[config.mk]
export PLATFORM = sky130hd
export DESIGN_NAME = solver_result_tx
export DESIGN_NICKNAME = d
export VERILOG_FILES = /design/src/rtl/solver_result_tx.sv
export SDC_FILE = /design/constraint.sdc
export NUM_CORES = 1
export LEC_CHECK = 0
export ABC_CLOCK_PERIOD_IN_PS = 11350
export CORE_ASPECT_RATIO = 1.5
export CORE_MARGIN = 3
export CORE_UTILIZATION = 23
export DETAILED_ROUTE_END_ITERATION = 16
export DONT_BUFFER_PORTS = 1
export GPL_TIMING_DRIVEN = 0
export HOLD_SLACK_MARGIN = 0.15
export PLACE_DENSITY = 0.44
export SETUP_SLACK_MARGIN = 0.5
export SLEW_MARGIN = 15
export SYNTH_ARGS = -nofsm -noshare
export SYNTH_HDL_FRONTEND = slang
export SYNTH_SLANG_ARGS = --single-unit
[constraint.sdc]
create_clock -name Clk -period 11.35 [get_ports Clk]
set_input_delay 1.135 -clock Clk [delete_from_list [all_inputs] [get_ports Clk]]
set_output_delay 1.135 -clock Clk [all_outputs]
set_load 0.005 [all_outputs]
[src/rtl/solver_result_tx.sv]
// Serialises one Solver result per transaction into a framed byte stream:
// header {HDR_TAG, mode}, MSB-first zero-padded payload bytes, XOR checksum.
// Header is offered one cycle after acceptance; tx_ready stalls hold everything.
module solver_result_tx #(
  parameter logic [5:0] HDR_TAG = 6'h2A,
  parameter int         ENC_W   = 78,
  parameter int         RAW_W   = 60
) (
  input  logic             Clk,
  input  logic             Rst,
  input  logic             res_valid,
  output logic             res_ready,
  input  logic [1:0]       res_mode,
  input  logic [ENC_W-1:0] res_enc,
  input  logic [RAW_W-1:0] res_raw,
  output logic [7:0]       tx_data,
  output logic             tx_valid,
  input  logic             tx_ready,
  output logic             tx_last,
  output logic [15:0]      frames_sent
);

  localparam int ENC_BYTES = (ENC_W + 7) / 8;
  localparam int RAW_BYTES = (RAW_W + 7) / 8;
  localparam int MAX_BYTES = (ENC_BYTES > RAW_BYTES) ? ENC_BYTES : RAW_BYTES;
  localparam int HOLD_W    = 8 * MAX_BYTES;
  localparam int CNT_W     = $clog2(MAX_BYTES);

  localparam logic [CNT_W-1:0] ENC_LAST = CNT_W'(ENC_BYTES - 1);
  localparam logic [CNT_W-1:0] RAW_LAST = CNT_W'(RAW_BYTES - 1);

  typedef enum logic [1:0] {
    S_IDLE,
    S_HDR,
    S_PAYLOAD,
    S_CHK
  } state_t;

  state_t             state_q;
  logic [1:0]         mode_q;
  logic [HOLD_W-1:0]  hold_q;
  logic [CNT_W-1:0]   cnt_q;
  logic [7:0]         chk_q;
  logic [7:0]         tx_data_q;
  logic               tx_valid_q;
  logic               tx_last_q;
  logic               res_ready_q;
  logic [15:0]        frames_q;

  // Payload padded to whole bytes and left-aligned in the holding register,
  // so the next byte to send always sits in the top 8 bits.
  logic [HOLD_W-1:0]  enc_pad_d;
  logic [HOLD_W-1:0]  raw_pad_d;
  logic [HOLD_W-1:0]  hold_d;
  logic [CNT_W-1:0]   last_idx_d;
  logic [7:0]         next_byte_d;
  logic [HOLD_W-1:0]  hold_shift_d;

  // Select and align the incoming payload; derive byte-walk helpers.
  always_comb begin
    enc_pad_d    = HOLD_W'(res_enc) << (HOLD_W - 8 * ENC_BYTES);
    raw_pad_d    = HOLD_W'(res_raw) << (HOLD_W - 8 * RAW_BYTES);
    hold_d       = '0;
    case (res_mode)
      2'd0:    hold_d = enc_pad_d;
      2'd1,
      2'd2:    hold_d = raw_pad_d;
      default: hold_d = '0;
    endcase
    last_idx_d   = (mode_q == 2'd0) ? ENC_LAST : RAW_LAST;
    next_byte_d  = hold_q[HOLD_W-1 -: 8];
    hold_shift_d = {hold_q[HOLD_W-9:0], 8'h00};
  end

  // Frame FSM with registered handshake and byte outputs.
  always_ff @(posedge Clk or posedge Rst) begin
    if (Rst) begin
      state_q     <= S_IDLE;
      mode_q      <= 2'd0;
      hold_q      <= '0;
      cnt_q       <= '0;
      chk_q       <= 8'h00;
      tx_data_q   <= 8'h00;
      tx_valid_q  <= 1'b0;
      tx_last_q   <= 1'b0;
      res_ready_q <= 1'b1;
      frames_q    <= 16'h0000;
    end else begin
      case (state_q)
        S_IDLE: begin
          if (res_valid && res_ready_q) begin
            mode_q      <= res_mode;
            hold_q      <= hold_d;
            tx_data_q   <= {HDR_TAG, res_mode};
            tx_valid_q  <= 1'b1;
            res_ready_q <= 1'b0;
            state_q     <= S_HDR;
          end
        end
        S_HDR: begin
          if (tx_ready) begin
            chk_q <= tx_data_q;
            cnt_q <= '0;
            if (mode_q == 2'd3) begin
              // No payload: checksum equals the header already on tx_data.
              tx_last_q <= 1'b1;
              state_q   <= S_CHK;
            end else begin
              tx_data_q <= next_byte_d;
              hold_q    <= hold_shift_d;
              state_q   <= S_PAYLOAD;
            end
          end
        end
        S_PAYLOAD: begin
          if (tx_ready) begin
            chk_q <= chk_q ^ tx_data_q;
            if (cnt_q == last_idx_d) begin
              tx_data_q <= chk_q ^ tx_data_q;
              tx_last_q <= 1'b1;
              state_q   <= S_CHK;
            end else begin
              cnt_q     <= cnt_q + 1'b1;
              tx_data_q <= next_byte_d;
              hold_q    <= hold_shift_d;
            end
          end
        end
        S_CHK: begin
          if (tx_ready) begin
            frames_q    <= frames_q + 16'd1;
            tx_data_q   <= 8'h00;
            tx_valid_q  <= 1'b0;
            tx_last_q   <= 1'b0;
            res_ready_q <= 1'b1;
            state_q     <= S_IDLE;
          end
        end
        default: state_q <= S_IDLE;
      endcase
    end
  end

  assign res_ready   = res_ready_q;
  assign tx_data     = tx_data_q;
  assign tx_valid    = tx_valid_q;
  assign tx_last     = tx_last_q;
  assign frames_sent = frames_q;

endmodule

==> flow_summary.ini, run 1 <==
[sta]
finClkSkew_ns = 0.008898
setup_viol = 0
min_period_ns = 2.961
fin_tns_setup_ns = 0
max_freq_mhz = 337.7
hold_viol = 0
rsz0062_at_grt = no
fin_crit_sh_pct = 26.09
finalMaxSlewViolations = 0
tightest_slew_ns = 0.7178
maxSlewHeadroom_pct = 52.15

[routing]
wl_met2_um = 11320
drt-initial-drc-count = 207
ant_nets = 0
drc = 0
wl_per_cell_um = 20.00
wl_met1_um = 8393
top_layer_used = met4
wl_met3_um = 911
first_pass_iters = 4
routed_wl_um = 21470
viasPerCell = 4.734
vias = 5080

[yosys]
synth_area_leader_cell = dfrtp_1
ys_ff_latch = 123
syn_inst = 650
syn_nets = 803
synthTopCellsByCount = dfrtp_1, nand2_1, mux2_4
syn_avg_cell_area_um2 = 10.49
synthFlopType = dfrtp_1
async_flop_share_pct = 100.0
netlist.area_leader.share_pct = 44.77
netlist_area_um2 = 6819
synth_edf_count = 0
ys_types = 46
ys_seq_area_share_pct = 45.16
yosysMostFrequentCell = dfrtp_1
yosys_warnings = 0
synthTopCellsByArea = dfrtp_1, mux2_4, a22oi_1

[setup_path]
r2r_slack_ns = 8.79
r2r_cells = 8
crit_path_end_kind = flop
critPathRequiredTime_ns = 11.73
start_kind = input port
r2r_end = hold_q[26]$_DFFE_PP0P_
cp_data_arrival_time_ns = 3.34
critical_path_class = input port to flop
crit_fanout = 10
r2r-start = state_q[1]$_DFFE_PP0P_

[global_route]
antenna_found_initial = 0
grt_pass1_vias = 5188
track_usage_pct = 13.63
overflow = 0
grt_pass1_wl_um = 32490
grt_max_degree = 82

[clock_tree]
clkLatencyLatePin_ns = 0.43
cts.clk_slew.worst_paths_ns = 0.06
clk_path_buf_depth = 2
clock-root-buffer = clkbuf_16
cts_tree = done
h-tree-depth = 4
clock-sinks = 123
hold_buffers = 0
numCtsBuffers = 17
postCtsSetupRepairBufs = 0
postCtsResizedCells = 0

[power_and_ir_drop]
p_comb_share_pct = 47.2
internal-power_mw = 1.523
power-per-cell-area_nw_per_um2 = 309.6
power.switching_uw = 937.8
seqPwrFrac_pct = 29.5
leakage_nw = 3.472
swShare_pct = 38.11
vdd_drop_max_uv = 126.5
clockPowerShare_pct = 23.3

[floorplanning]
fp.dieW_um = 146.6
row_count = 76
io_pins = 171
core_um2 = 29000
initial_core_util_pct = 23.51
dieArea_um2 = 31790
die_h_um = 216.9

[flow_run]
drv_cap = 0

[min_path]
whs_endpoint = frames_sent[15]$_DFFE_PP0P_
holdPathStages = 1
hp-start = frames_sent[15]$_DFFE_PP0P_
min_path_type = flop to flop

[cells_and_area]
multiInputGateArea_um2 = 3441
area_growth_pct = 16.57
regArea_um2 = 3079
finalCoreUtilization_pct = 27.41
drive_above_1_share_pct = 17.30
nFillCells = 3068
nets = 823

[placement]
port_buffers = 0
hpwl_um = 16190
gp_congestion = 0.8028

[run_status]
status = completed
[how the worst max path moves through the flow]
stage | from | end | slack, ns | cells past startpoint
global placement | Rst | frames_sent[10]$_DFFE_PP0P_ | 5.16 | 1
global route | res_mode[0] | hold_q[8]$_DFFE_PP0P_ | 8.23 | 8
CTS | res_mode[0] | hold_q[8]$_DFFE_PP0P_ | 8.33 | 8
finish | res_mode[0] | hold_q[8]$_DFFE_PP0P_ | 8.39 | 8
floorplan | Rst | chk_q[0]$_DFFE_PP0P_ | 6.95 | 1
detailed placement | res_mode[0] | hold_q[8]$_DFFE_PP0P_ | 7.87 | 8
[layer usage]
layer,vias to the layer above,GRT usage [%]
met4,0,6.937
met1,2505,15.26
li1,2403,-
met2,139,24.27
met5,-,0
met3,33,2.895
[stage by stage]
step                      hold slack (ns)  power (mW)  setup slack (ns)  std cells  cell area, µm²
final                              0.5071       2.461             8.389       1073            7949
after floorplan                    0.4684       1.620             6.946        650            6819
after detailed placement           0.4928       1.915             7.871       1041            7342
after global placement             0.4929       1.901             5.162       1040            7307
after global routing               0.5188       2.637             8.228       1072            7946
after CTS                          0.5108       2.505             8.328       1072            7946
[state kept, by name, summed over array words and instances (netlist names)]
| register | flops |
|---|---|
| chk_q | 8 |
| cnt_q | 4 |
| frames_sent | 16 |
| hold_q | 80 |
| mode_q | 2 |
| res_ready | 1 |
| state_q | 2 |
| tx_data | 8 |
| tx_last | 1 |
| tx_valid | 1 |
[power by group through the flow]
stage	Sequential, mW	Combinational [mW]	Clock (mW)
3_3_place_gp	0.731	1.17	0
6_report	0.726	1.16	0.574
4_1_cts	0.728	1.19	0.590
3_5_place_dp	0.734	1.18	0
2_1_floorplan	0.683	0.937	0
5_1_grt	0.748	1.28	0.609
[layout by cell type, fill, tap and decap left out, types with 6 or more instances in the layout]
cell,count
a21oi_1,18
a22o_1,13
a22oi_1,63
buf_6,7
clkbuf_1,35
clkbuf_16,17
dfrtp_1,122
ha_1,9
inv_1,18
mux2_4,70
mux2i_1,15
nand2_1,93
nand3_1,8
nand4_1,6
nor2_1,23
nor3_1,6
o21ai_0,65
o21ai_1,11
xnor2_1,12
xor2_1,8
[kinds of logic (layout without fill, tap and decap cells)]
logic type	after synthesis	in the layout	synth area share, %
flops	123	123	45.16
mux	86	86	17.78
compound gates	195	195	18.73
other cells	0	1	0
xor+xnor	20	20	2.569
fa+ha+maj	9	9	1.651
buf+inv	64	96	4.386
simple gates	153	153	9.725
[worst max-delay path, cell delays in order]
cell	delay, ns
inv_1	0.10
ha_1	0.16
clkbuf_1	0.55
nor2b_1	0.21
clkbuf_1	0.37
clkbuf_1	0.43
a22o_1	0.23
mux2_4	0.15
[final cells by class]
type                    instances  area share, %
plain buffers                  45          2.865
multi-input cells             463          43.29
diodes                          1        0.03148
clock buffers                  24          6.186
flip-flops and latches        123          38.74
clock inverters                 7          1.417
repair buffers                  1         0.3463
inverters                      19         0.9917
well taps                     390          6.139
Note: power is estimated with default switching activity, not from simulation.
==> run 2: changes to the inputs <==
--- a/config.mk
+++ b/config.mk
@@ -5,7 +5,7 @@
 export SDC_FILE = /design/constraint.sdc
 export NUM_CORES = 1
 export LEC_CHECK = 0
-export ABC_CLOCK_PERIOD_IN_PS = 11350
+export ABC_CLOCK_PERIOD_IN_PS = 2530
 export CORE_ASPECT_RATIO = 1.5
 export CORE_MARGIN = 3
 export CORE_UTILIZATION = 23
@@ -13,7 +13,7 @@
 export DONT_BUFFER_PORTS = 1
 export GPL_TIMING_DRIVEN = 0
 export HOLD_SLACK_MARGIN = 0.15
-export PLACE_DENSITY = 0.44
+export PLACE_DENSITY = 0.45
 export SETUP_SLACK_MARGIN = 0.5
 export SLEW_MARGIN = 15
 export SYNTH_ARGS = -nofsm -noshare
==> constraint.sdc (replaced) <==
create_clock -name Clk -period 2.53 [get_ports Clk]
set_input_delay 0.253 -clock Clk [delete_from_list [all_inputs] [get_ports Clk]]
set_output_delay 0.253 -clock Clk [all_outputs]
set_load 0.005 [all_outputs]
==> run 2 against run 1 <==
Clock power increased to 4.3 times the previous value. Clock-buffer cell count down 6. Combinational power rose to 5.8 times the previous value. Largest power group unchanged.
==> flow_summary.ini, run 2 (same netlist as run 1, synthesis figures left out) <==
[clock_tree]
cts.clk_slew.worst_paths_ns = 0.06
cts_tree = done
clk_path_buf_depth = 2
clock-root-buffer = clkbuf_16
clock-sinks = 123
numCtsBuffers = 17
h-tree-depth = 4
clkLatencyLatePin_ns = 0.44

[floorplanning]
row_count = 76
io_pins = 171
initial_core_util_pct = 23.51
dieArea_um2 = 31790
die_h_um = 216.9
core_um2 = 29000
fp.dieW_um = 146.6

[global_route]
antenna_found_initial = 0
grt_pass1_vias = 5486
grt_max_degree = 32
overflow = 0
grt_pass1_wl_um = 33500
track_usage_pct = 14.00

[setup_path]
cp_data_arrival_time_ns = 2.45
start_kind = flop
critical_path_class = flop to flop
crit_fanout = 5
crit_path_end_kind = flop
critPathRequiredTime_ns = 2.85

[cells_and_area]
final_common_cell = dfrtp_1
nets = 892
diodes = 0
largest_reg_flops = 80
largest_register = hold_q
nFillCells = 2977
area_growth_pct = 31.58
finish.instance_area_um2 = 8972
final_cell_mix = dfrtp_1, nand2_1, mux2_4, a22oi_1, o21ai_0
drive_above_1_share_pct = 26.73

[sta]
max_freq_mhz = 469.9
setup_viol = 0
tightest_slew_ns = 0.6993
finalMaxSlewViolations = 0
hold_viol = 0
rsz0062_at_grt = yes
fin_crit_sh_pct = 84.12
min_period_ns = 2.128
fin_tns_setup_ns = 0
finClkSkew_ns = 0.01311
maxSlewHeadroom_pct = 53.38

[routing]
ant_nets = 0
drt-initial-drc-count = 246
wl_met2_um = 12550
wl_met1_um = 8456
first_pass_iters = 4
routed_wl_um = 22370
viasPerCell = 4.660
top_layer_used = met4
vias = 5322
wl_met3_um = 950
drc = 0
wl_per_cell_um = 19.59

[placement]
port_buffers = 0
place_area_um2 = 7422
gp_congestion = 0.7663
hpwl_um = 16440

[power_and_ir_drop]
vdd_drop_max_uv = 631.9
leakage_nw = 3.933
power-per-cell-area_nw_per_um2 = 1390

[min_path]
min_path_type = input port to flop

[run_status]
status = completed

[flow_run]
drv_cap = 0
==> run 2: cell types whose count changed in the layout (fill, tap and decap cells not counted), sizes merged <==
cell	previous run	this run
buf	14	53
dlygate4sd3	0	35
clkbuf	56	45
clkinvlp	1	6
clkinv	3	6
bufinv	3	2
diode	1	0
==> run 2: final timing paths <==
check	startpoint	endpoint	cells past startpoint	slack, ns
min in group asynchronous	Rst	hold_q[2]$_DFFE_PP0P_	2	0.30
setup reg to reg	mode_q[1]$_DFFE_PP0P_	hold_q[28]$_DFFE_PP0P_	10	0.40
hold reg to reg	frames_sent[15]$_DFFE_PP0P_	frames_sent[15]$_DFFE_PP0P_	1	0.51
setup / recovery	mode_q[1]$_DFFE_PP0P_	hold_q[28]$_DFFE_PP0P_	10	0.40
hold / removal	res_enc[37]	hold_q[37]$_DFFE_PP0P_	3	0.17
max in group asynchronous	Rst	res_ready$_DFFE_PP1P_	5	1.21
==> run 2: cell type report <==
class / instances / area (µm²) / share of cell area [%]
sequential: 123 / 3083 / 34.36
timing repair buffer: 70 / 828.3 / 9.232
tap: 390 / 488.0 / 5.439
inverter: 19 / 75.07 / 0.8367
clock inverter: 14 / 147.6 / 1.646
clock buffer: 18 / 439.2 / 4.895
buffer: 45 / 332.8 / 3.709
multi-input combinational: 463 / 3578 / 39.88
==> run 2: per-layer routing <==
layer	vias up	GRT usage, %
li1	2550	-
met1	2624	15.37
met2	129	26.59
met3	19	2.958
met4	0	4.520
met5	-	0
==> run 2: per-stage QoR <==
step	power [mW]	setup WS [ns]	hold slack, ns	instances	util [%]
after floorplan	7.300	0.4851	0.3901	650	-
after global placement	8.566	-0.1657	0.3957	1040	25.29
after detailed placement	8.629	-0.05316	0.1534	1044	25.59
after CTS	12.25	0.4254	0.1515	1136	30.27
after global routing	13.26	0.3460	0.1784	1142	30.94
final	12.47	0.4018	0.1684	1142	30.94
==> run 2: power breakdown <==
group | leakage (nW) | internal, mW | switching, mW
Sequential | 1.62 | 2.67 | 0.571
Clock | 0.274 | 1.47 | 1.00
Combinational | 2.04 | 3.65 | 3.10
==> run 2: timing repair <==
item,in CTS,in global routing
endpoints found under the hold margin,103,0
resized for setup,61,41
pin swaps,6,1
gates cloned,3,3
endpoints found under the setup margin,98,106
buffers inserted,22,3
hold buffers,35,0
==> run 2: worst max-delay path, stage by stage, from the launching register on <==
cell and delay [ns]:
dfrtp_1 0.39, nor2_4 0.07, or3_4 0.36, buf_6 0.13, a31oi_4 0.17, nor3_4 0.08, buf_6 0.13, buf_16 0.14
buf_12 0.12, buf_12 0.12, mux2_4 0.29
==> run 3: changes to the inputs <==
--- a/config.mk
+++ b/config.mk
@@ -5,7 +5,7 @@
 export SDC_FILE = /design/constraint.sdc
 export NUM_CORES = 1
 export LEC_CHECK = 0
-export ABC_CLOCK_PERIOD_IN_PS = 2530
+export ABC_CLOCK_PERIOD_IN_PS = 1700
 export CORE_ASPECT_RATIO = 1.5
 export CORE_MARGIN = 3
 export CORE_UTILIZATION = 23
==> constraint.sdc (replaced) <==
create_clock -name Clk -period 1.7 [get_ports Clk]
set_input_delay 0.17 -clock Clk [delete_from_list [all_inputs] [get_ports Clk]]
set_output_delay 0.17 -clock Clk [all_outputs]
set_load 0.005 [all_outputs]
==> run 3 against run 2 <==
The run now ends with hold timing, setup timing left. Routed wire length is 6.6% higher. Final area is 14% higher. Maximum frequency is 3.2% higher. Clock skew is 0.0018 ns lower. Clock-buffer cell count is 2 higher. Combinational power is 72% higher. Utilization is 4.2 points higher. Critical path type unchanged. First-iteration DRC count is 0.41% lower.
==> flow_summary.ini, run 3 (same netlist as run 1, synthesis figures left out) <==
[run_status]
status = complete, but fails checks
failed_checks = hold timing, setup timing

[global_route]
use_met2_pct = 27.76
met1_usage_pct = 16.48
track_usage_pct = 14.77
grt_pass1_wl_um = 36240
grt_pass1_vias = 6144
met3_usage_pct = 3.020
grt_max_degree = 33
top_usage_layer = met2
antenna_found_initial = 2
overflow = 0

[setup_path]
crit_path_end_kind = flop
crit_fanout = 6
critPathRequiredTime_ns = 2.00
start_kind = flop
cp_data_arrival_time_ns = 2.37
critical_path_class = flop to flop

[floorplanning]
initial_core_util_pct = 23.51
core_um2 = 29000
die_h_um = 216.9
fp.dieW_um = 146.6
row_count = 76
dieArea_um2 = 31790
io_pins = 171

[cells_and_area]
final_cell_mix = dfrtp_1, dlygate4sd3_1, nand2_1, mux2_4, a22oi_1
final_common_cell = dfrtp_1
largest_reg_flops = 80
area_growth_pct = 49.45
largest_register = hold_q
nets = 984
final_cells = 1236
nFillCells = 2854
finish.instance_area_um2 = 10190
drive_above_1_share_pct = 30.09

[power_and_ir_drop]
vdd_drop_max_uv = 819.7
power-per-cell-area_nw_per_um2 = 1978
leakage_nw = 4.441

[sta]
tightest_slew_ns = 0.7129
rsz0062_at_grt = yes
worst_slack_ns = -0.3620
fin_crit_sh_pct = 121.3
finClkSkew_ns = 0.01127
maxSlewHeadroom_pct = 52.48
finalMaxSlewViolations = 0
fin_tns_setup_ns = -29.31
setup_viol = 100
hold_viol = 22
min_period_ns = 2.062
holdWs_ns = -0.3217
max_freq_mhz = 485.0

[routing]
ant_nets = 0
routed_wl_um = 23850
drt-initial-drc-count = 245
vias = 5765
wl_per_cell_um = 19.29
viasPerCell = 4.664
first_pass_iters = 4
drc = 0

[clock_tree]
clock-sinks = 123
hold_buffers = 103
clkLatencyLatePin_ns = 0.43
numCtsBuffers = 17
cts_tree = done
h-tree-depth = 4
clk_path_buf_depth = 2
cts.clk_slew.worst_paths_ns = 0.06
clock-root-buffer = clkbuf_16

[placement]
hpwl_um = 16510
place_area_um2 = 7450
dp.cells = 1044
gp_congestion = 0.7851
port_buffers = 0

[flow_run]
drv_cap = 0

[min_path]
min_path_type = input port to async pin
## run 3: critical path, cell delays in order, from the launching register on
cell       delay [ns]
dfrtp_1          0.39
nor2_4           0.07
or3_1            0.36
buf_6            0.13
a31oi_4          0.20
nor3_4           0.06
buf_12           0.13
buf_12           0.14
clkbuf_16        0.16
mux2_4           0.29
## run 3: final cells by class
cell class | count | area (µm²) | share of cell area, %
Inverter | 19 | 82.58 | 0.8103
Buffer | 45 | 401.6 | 3.941
Antenna cell | 2 | 5.005 | 0.04911
Timing Repair Buffer | 162 | 1750 | 17.18
Clock buffer | 20 | 456.7 | 4.481
Multi-Input combinational cell | 463 | 3782 | 37.11
Clock inverter | 12 | 141.4 | 1.387
Tap cell | 390 | 488.0 | 4.788
Sequential cell | 123 | 3083 | 30.25
## run 3: metal layers
layer  share of wire [%]  vias to the layer above
met5                   0                        -
met4                 1.7                        0
met3                 3.4                       20
met2                  56                      130
met1                  39                     2874
li1                    -                     2741
## run 3: worst paths after layout
kind | start | end | slack, ns | cells after the start
setup / recovery | mode_q[0]$_DFFE_PP0P_ | hold_q[54]$_DFFE_PP0P_ | -0.36 | 9
hold / removal | Rst | hold_q[0]$_DFFE_PP0P_ | -0.32 | 1
setup reg to reg | mode_q[0]$_DFFE_PP0P_ | hold_q[54]$_DFFE_PP0P_ | -0.36 | 9
hold reg to reg | frames_sent[15]$_DFFE_PP0P_ | frames_sent[15]$_DFFE_PP0P_ | 0.49 | 1
max in group asynchronous | Rst | res_ready$_DFFE_PP1P_ | 1.00 | 4
min in group Clk | res_enc[34] | hold_q[34]$_DFFE_PP0P_ | 0.15 | 3
## run 3: where the power goes
group          leakage (nW)  internal, mW  switching, mW
sequential             1.62          3.98          0.862
clock                 0.287          2.25           1.46
combinational          2.54          6.48           5.13
## run 3: what timing repair did
action / 4_1_cts / 5_1_grt
cloned: 1 / 6
buffers inserted: 34 / 14
endpoints found under the hold margin: 153 / 54
setup endpoints to repair: 124 / 124
gates resized for setup: 110 / 42
pin swaps: 14 / 26
## run 3: through the flow
| stage | setup WS, ns | hold WS, ns | power (mW) | utilization (%) |
|---|---|---|---|---|
| 3_3_place_gp | -0.9334 | 0.3139 | 12.78 | 25.38 |
| 4_1_cts | -0.3448 | -0.3234 | 18.97 | 33.72 |
| 6_report | -0.3620 | -0.3217 | 20.16 | 35.14 |
| 5_1_grt | -0.3918 | -0.2948 | 21.47 | 35.14 |
| 2_1_floorplan | -0.3445 | 0.3071 | 10.91 | - |
| 3_5_place_dp | -0.7998 | 0.1479 | 12.91 | 25.69 |
